--- src/rtl/bp_fe_ras_pkg.sv ---
// Shared types and constants for the return-address-stack controller.
package bp_fe_ras_pkg;

  typedef enum logic [0:0] {
    e_ras_run    = 1'b0,
    e_ras_unwind = 1'b1
  } ras_state_e;

  localparam int unsigned stat_cnt_width_gp = 32;

  function automatic logic [stat_cnt_width_gp-1:0] stat_sat_inc
    (input logic [stat_cnt_width_gp-1:0] v);
    return (&v) ? v : v + stat_cnt_width_gp'(1);
  endfunction

endpackage

--- src/rtl/bp_fe_ras_depth_ctr.sv ---
// Saturating up/down depth counter in [0, max_p] with a synchronous load.
module bp_fe_ras_depth_ctr #(
  parameter int unsigned max_p   = 8,
  parameter int unsigned width_p = $clog2(max_p + 1)
) (
  input  logic               clk_i,
  input  logic               reset_i,
  input  logic               load_v_i,
  input  logic [width_p-1:0] load_val_i,
  input  logic               inc_i,
  input  logic               dec_i,
  output logic [width_p-1:0] count_o
);

  always_ff @(posedge clk_i or posedge reset_i) begin
    if (reset_i) begin
      count_o <= '0;
    end else if (load_v_i) begin
      count_o <= load_val_i;
    end else if (inc_i && !dec_i && (count_o != width_p'(max_p))) begin
      count_o <= count_o + width_p'(1);
    end else if (dec_i && !inc_i && (count_o != '0)) begin
      count_o <= count_o - width_p'(1);
    end
  end

endmodule

--- src/rtl/bp_fe_ras_ctrl.sv ---
// Return-address-stack controller: speculative/committed depth tracking and redirect unwind.
// Optional statistics counters are enabled with `define BP_FE_RAS_CTRL_STATS_EN.
module bp_fe_ras_ctrl
  import bp_fe_ras_pkg::*;
#(
  parameter int unsigned vaddr_width_p  = 39,
  parameter int unsigned els_p          = 8,
  parameter int unsigned depth_width_lp = $clog2(els_p + 1)
) (
  input  logic                          clk_i,
  input  logic                          reset_i,
  input  logic                          call_v_i,
  input  logic [vaddr_width_p-1:0]      call_ret_addr_i,
  input  logic                          ret_v_i,
  output logic                          ready_o,
  output logic [vaddr_width_p-1:0]      ret_tgt_o,
  output logic                          ret_tgt_v_o,
  input  logic                          commit_call_i,
  input  logic                          commit_ret_i,
  input  logic                          redirect_i,
`ifdef BP_FE_RAS_CTRL_STATS_EN
  output logic [stat_cnt_width_gp-1:0]  overflow_cnt_o,
  output logic [stat_cnt_width_gp-1:0]  underflow_cnt_o,
  output logic [stat_cnt_width_gp-1:0]  unwind_cnt_o,
`endif
  output logic                          push_o,
  output logic                          pop_o,
  output logic [vaddr_width_p-1:0]      w_data_o,
  input  logic [vaddr_width_p-1:0]      r_data_i
);

  ras_state_e                state, state_n;
  logic [depth_width_lp-1:0] spec_depth, commit_depth;
  logic                      spec_inc, spec_dec, spec_load;
  logic                      overflow, underflow, unwind_start;

  bp_fe_ras_depth_ctr #(.max_p(els_p), .width_p(depth_width_lp)) spec_ctr (
    .clk_i      (clk_i),
    .reset_i    (reset_i),
    .load_v_i   (spec_load),
    .load_val_i (commit_depth),
    .inc_i      (spec_inc),
    .dec_i      (spec_dec),
    .count_o    (spec_depth)
  );

  bp_fe_ras_depth_ctr #(.max_p(els_p), .width_p(depth_width_lp)) commit_ctr (
    .clk_i      (clk_i),
    .reset_i    (reset_i),
    .load_v_i   (1'b0),
    .load_val_i ('0),
    .inc_i      (commit_call_i),
    .dec_i      (commit_ret_i),
    .count_o    (commit_depth)
  );

  assign ready_o  = (state == e_ras_run);
  assign w_data_o = call_ret_addr_i;

  // Outputs are gated by reset_i so nothing reaches the storage while reset is held.
  always_comb begin
    state_n      = state;
    push_o       = 1'b0;
    pop_o        = 1'b0;
    ret_tgt_v_o  = 1'b0;
    ret_tgt_o    = r_data_i;
    spec_inc     = 1'b0;
    spec_dec     = 1'b0;
    spec_load    = 1'b0;
    overflow     = 1'b0;
    underflow    = 1'b0;
    unwind_start = 1'b0;
    if (reset_i) begin
      state_n = e_ras_run;
    end else if (state == e_ras_run) begin
      if (redirect_i) begin
        if (spec_depth > commit_depth) begin
          state_n      = e_ras_unwind;
          unwind_start = 1'b1;
        end else begin
          spec_load = 1'b1;
        end
      end else if (call_v_i && ret_v_i) begin
        push_o      = 1'b1;
        pop_o       = 1'b1;
        ret_tgt_v_o = 1'b1;
        ret_tgt_o   = call_ret_addr_i;
      end else if (call_v_i) begin
        if (spec_depth < depth_width_lp'(els_p)) begin
          push_o   = 1'b1;
          spec_inc = 1'b1;
        end else begin
          overflow = 1'b1;
        end
      end else if (ret_v_i) begin
        if (spec_depth != '0) begin
          pop_o       = 1'b1;
          ret_tgt_v_o = 1'b1;
          spec_dec    = 1'b1;
        end else begin
          underflow = 1'b1;
        end
      end
    end else begin
      // Target is always the live commit_depth, so a redirect here needs no extra handling.
      if (spec_depth > commit_depth) begin
        pop_o    = 1'b1;
        spec_dec = 1'b1;
        if ((spec_depth - depth_width_lp'(1)) <= commit_depth) state_n = e_ras_run;
      end else begin
        state_n = e_ras_run;
      end
    end
  end

  always_ff @(posedge clk_i or posedge reset_i) begin
    if (reset_i) state <= e_ras_run;
    else         state <= state_n;
  end

`ifdef BP_FE_RAS_CTRL_STATS_EN
  always_ff @(posedge clk_i or posedge reset_i) begin
    if (reset_i) begin
      overflow_cnt_o  <= '0;
      underflow_cnt_o <= '0;
      unwind_cnt_o    <= '0;
    end else begin
      if (overflow)     overflow_cnt_o  <= stat_sat_inc(overflow_cnt_o);
      if (underflow)    underflow_cnt_o <= stat_sat_inc(underflow_cnt_o);
      if (unwind_start) unwind_cnt_o    <= stat_sat_inc(unwind_cnt_o);
    end
  end
`else
  logic unused_stats;
  assign unused_stats = ^{overflow, underflow, unwind_start};
`endif

endmodule

--- config.mk ---
export PLATFORM = sky130hd
export DESIGN_NAME = bp_fe_ras_ctrl
export DESIGN_NICKNAME = d
export VERILOG_FILES = /design/src/rtl/bp_fe_ras_pkg.sv /design/src/rtl/bp_fe_ras_depth_ctr.sv /design/src/rtl/bp_fe_ras_ctrl.sv
export SDC_FILE = /design/constraint.sdc
export NUM_CORES = 1
export LEC_CHECK = 0
export BUFFER_PORTS_ARGS = -buffer_cell sky130_fd_sc_hd__buf_2
export CAP_MARGIN = 0
export CORE_ASPECT_RATIO = 1.4
export CORE_UTILIZATION = 42
export DETAILED_ROUTE_END_ITERATION = 8
export PLACE_DENSITY = 0.91
export RECOVER_POWER = 50
export SLEW_MARGIN = 5
export SYNTH_ARGS = -nofsm -noshare
export SYNTH_HDL_FRONTEND = slang
export SYNTH_HIERARCHICAL = 1
export SYNTH_SLANG_ARGS = --single-unit
--- constraint.sdc ---
create_clock -name clk_i -period 7.15 [get_ports clk_i]
set_clock_uncertainty 0.15 [all_clocks]
set_input_delay 1.7875 -clock clk_i [delete_from_list [all_inputs] [get_ports clk_i]]
set_output_delay 1.7875 -clock clk_i [all_outputs]
set_load 0.005 [all_outputs]
== Word-level counts from Yosys, hierarchy flattened ==
Index checks and enable logic that the tools add are counted.
Storage, ports and cells
  bits in registers: 9
  input bits: 85
  output and inout port bits: 82
  logic and storage cells: 72
Cells by class
  add/subtract/negate cells: 4
  order comparisons: 3
  equal/unequal tests: 2
  multiplexer cells: 42
  bitwise operators: 1
  reduce and logical (&&, ||, !) cells: 17
Operators by type and width (count)
  39-bit two-way mux: 4
  1-bit two-way mux: 33
  4-bit two-way mux: 5
  1-bit logical AND: 9
  4-bit by 1-bit adder with 4-bit output, second input constant: 2
  4-bit != test, second input constant: 2
  4-bit nonzero test: 2
  4-bit by 1-bit subtractor with 4-bit output, second input constant: 2
  4-bit greater-than comparator: 1
  4-bit <= comparator: 1
  1-bit zero test: 4
  4-bit less-than comparator, second input constant: 1
  3-bit nonzero test: 1
  2-bit nonzero test: 1
  1-bit NOT: 1

== Longest topological paths before layout ==
  depth after elaboration: 13
  gate-level depth with buffers: 14

== Cells and area by module ==
The synthesis kept the hierarchy.
Modules (own cells, without submodules)
  bp_fe_ras_ctrl: times used 1, cells an instance 132, area an instance 1179.9 um^2
  bp_fe_ras_depth_ctr: times used 2, cells an instance 35, area an instance 360.3 um^2

== Least setup slack after synthesis ==
Ideal clock, no wire load.
  kind: input -> output
  start point: input redirect_i
  end point: output ret_tgt_o[28]
  arrival time: 2.769 ns
  setup slack: 2.444 ns
  cell stages on the path: 6
  path buffers: 2
  cell sequence: nor3_2 -> and2_2 -> nand2_2 -> buf_6 -> buf_8 -> mux2_4
Between the ends
  word-level cells in the longest chain between the ends: 3
RTL lines
  start, declared: line bp_fe_ras_ctrl.sv:20  | input logic redirect_i,
  39-bit two-way mux: line bp_fe_ras_ctrl.sv:76  | if (redirect_i) begin
  39-bit two-way mux: line bp_fe_ras_ctrl.sv:75  | end else if (state == e_ras_run) begin
  39-bit two-way mux: line bp_fe_ras_ctrl.sv:73  | if (reset_i) begin
  end, declared: line bp_fe_ras_ctrl.sv:16  | output logic [vaddr_width_p-1:0] ret_tgt_o,
Every way passes these cells.

== Final worst setup path ==
  start point: input reset_i
  end point: output ret_tgt_o[22]
Between the ends
  word-level cells in the longest chain between the ends: 1
RTL lines
  start, declared: line bp_fe_ras_ctrl.sv:11  | input logic reset_i,
  39-bit two-way mux: line bp_fe_ras_ctrl.sv:73
Every way passes these cells.

==> metrics.txt <==
Crit Reg-Reg Endpoint=spec_ctr/count_o[3]; power density cells=approximately 200 nW/um^2; Netlist cell types=43; top-area cell type share of the netlist area=approximately 17%; fin crit period=5.525 ns; largest family of logic cells by synthesized area=multiplexers; Buffers on Ports=approximately 170; worst hold slack=slightly above 0.5 ns; Hold Path Class=reg2reg; CTS max path bufs=2; outcome=finished clean; cells on worst reg2reg path=14; Largest stage delay, worst path=around 0.73 ns; Critical path buffers and inverters=2; Post-Route Setup TNS=0 ns; non-filler instance count after layout=around 400; Post-synth EDFFs=0; internal power=roughly 0.26 mW; worst-path cell with the longest stage delay=nand2_2; Mapped Cells=between 200 and 250; cell family contributing the most delay on the critical path=simple AND/OR/NAND/NOR gates; fraction of registers with async set/reset=between 90% and 100%; Reg2Reg Launch Point=commit_ctr/count_o[1]; Syn. warnings=6; Post-synth top cells=buf_4 (39), mux2_2 (29), inv_1 (15); Inst Count DP=387; IO Pins=167; first-pass GRT wire length=9.363 mm; Rows=28; final setup vio count=0; CTS tree=done; initial DRC count=approximately 110; Crit. End Element=primary output; Levels on crit path=6; setup bufs post-CTS=0; Clock Sinks=9; final instance area=between 2000 and 2500 um^2; worst vdd ir=~0.19 mV; Tcrit/Tclk final=77.27%; Num CTS Buffers=3; Clk Latency, worst-skew pair=between 0.2 and 0.25 ns; complex-gate fraction of the synthesized area=~14%; share of layout cells above drive strength 1=between 50% and 60%; Metal-1 WL=between 3 and 4 mm; Seq/Total Area, Yosys=11.85%; CTS root buffer=clkbuf_8; # hold bufs at CTS=0; synthesized area=about 1900 um^2; Max Used Layer=met4; static leakage=about 1.3 nW; slew margin rel.=33.25%; simple-gate area share of the yosys netlist=between 10% and 20%; Placed Area=between 2000 and 2500 um^2; Clk network pwr share=12.3%; Die ar.=4802 um^2; count leader, synth=buf_4; top cells by area, synth=mux2_2 (17%), buf_4 (15%), dfrtp_1 (12%); Worst Setup EP=ret_tgt_o[22]; initial core utilization=roughly 44%; number of max-cap violations=0; gp weighted congestion=0.8700; Startpoint Class=input port; kind of critical path=in2out; DP Worst Slack=1.691 ns; post-route antenna net violation count=0; combinational share of power=64.5%; largest net degree at the start of global routing=40; H-tree depth=1; Die Y=slightly above 80 um; iteration count of the initial detailed-routing pass=4; Die X=around 59 um; area leader, netlist=mux2_2; via count=~2000; worst path required time=around 5.2 ns; Post-Synth Adder-Cell Area=a little under an eighth; Crit Path Max Fanout=39; All-Layer GR Usage=around a quarter; initial antenna violation count=0; Syn-to-layout area delta=29.95%; Post-Route WL=just under 7 mm; total power=a little under 0.5 mW; Setup WS post-layout=~1.6 ns; post_cts resized=0; max-slew violation count=0; Met3 Wirelength=between 500 and 600 um; Final Hold Fails=0; Sw Share=between 40% and 50%; crit-path cells=clkbuf_1 > nor3_2 > and2_2 > nand2_2 > mux2_2 > buf_2; Synth Area in XOR/XNOR=between 3 and 4%; vias per inst=5.207; CTS clk-pin slew, worst paths=around 0.050 ns; Critical Path Start=reset_i; RSZ-0062 raised after global routing=no; Worst Hold Depth=2; drt drc=0; mux share of post-synthesis cell area=between 20 and 30%; fin nets=roughly 430; Sequential Power Share=around 23%; flops & latches, synth=9; Core Area=between 4000 and 5000 um^2; hpwl dp=about 5.9 mm; Diodes inserted=0; WL/cell=17.30 um; Fmax=around 180 MHz; grt ovf=0; vias in the first global route=around 1800; reg-to-reg slack, setup=a little over 3 ns; slew of the pin with the lowest slew margin=0.9977 ns; met2 wire len=between 2 and 3 mm; Main synth FF type=dfrtp_1; Net Sw Power=roughly 0.23 mW; Mapped Avg Cell Area=9.409 um^2; utilization after layout=around 58%; worst path arrival time=~3.6 ns
-- layer usage --
metal | vias up | global-route usage [%]
li1 | 925 | -
met1 | 977 | 39.71
met2 | 128 | 40.80
met3 | 6 | 3.307
met4 | 0 | 5.476
met5 | - | 0
-- cells in the final DEF, fill, tap and decap left out, types with 3 or more instances in the layout --
cell type	netlist	layout
a21o_1	5	5
a21oi_1	4	4
buf_2	2	141
clkbuf_1	0	26
clkbuf_8	0	3
conb_1	1	5
dfrtp_1	9	9
ha_1	14	14
inv_1	15	15
mux2_2	29	29
mux2_4	10	10
mux2i_1	4	4
nand2_1	10	10
nand2b_1	4	4
nor3_1	4	4
o21ai_0	2	4
o21ai_1	6	4
xor2_1	6	6
-- power groups by stage --
stage / combinational (mW) / clock, mW / sequential, mW
after floorplan: 0.237 / 0 / 0.101
after global placement: 0.302 / 0 / 0.113
after detailed placement: 0.315 / 0 / 0.114
after CTS: 0.318 / 0.0599 / 0.113
after global routing: 0.355 / 0.0640 / 0.118
final: 0.315 / 0.0599 / 0.113
-- tightest hold or removal path, cell delays in order (launching register included) --
cell and delay (ns):
dfrtp_1 0.46, nand2_1 0.10, o21ai_1 0.06
-- layout make-up --
type	instances	area (um^2)
multi-input cells	137	1269
fillers	416	1804
clock buffers	4	45.04
repair buffers	166	799.5
inverters	15	56.30
flip-flops and latches	9	225.2
well taps	60	75.07
-- cells by family after synthesis --
| family | count (synthesis) |
|---|---|
| mux | 43 |
| other cells | 1 |
| fa+ha+maj | 16 |
| buf+inv | 60 |
| simple gates | 32 |
| flops | 9 |
| xor+xnor | 8 |
| compound gates | 33 |
-- state kept, by name, summed over array words and instances, names as in the netlist --
register,flops
commit_ctr/count_o,4
spec_ctr/count_o,4
state,1
-- how the worst min path moves through the flow --
stage,startpoint,end
after floorplan,commit_ctr/count_o[2],spec_ctr/count_o[2]
after global placement,state,state
after detailed placement,state,state
after CTS,state,state
after global routing,commit_ctr/count_o[2],spec_ctr/count_o[2]
final,commit_ctr/count_o[2],spec_ctr/count_o[2]
No activity file was read; power rests on OpenSTA's default activity.
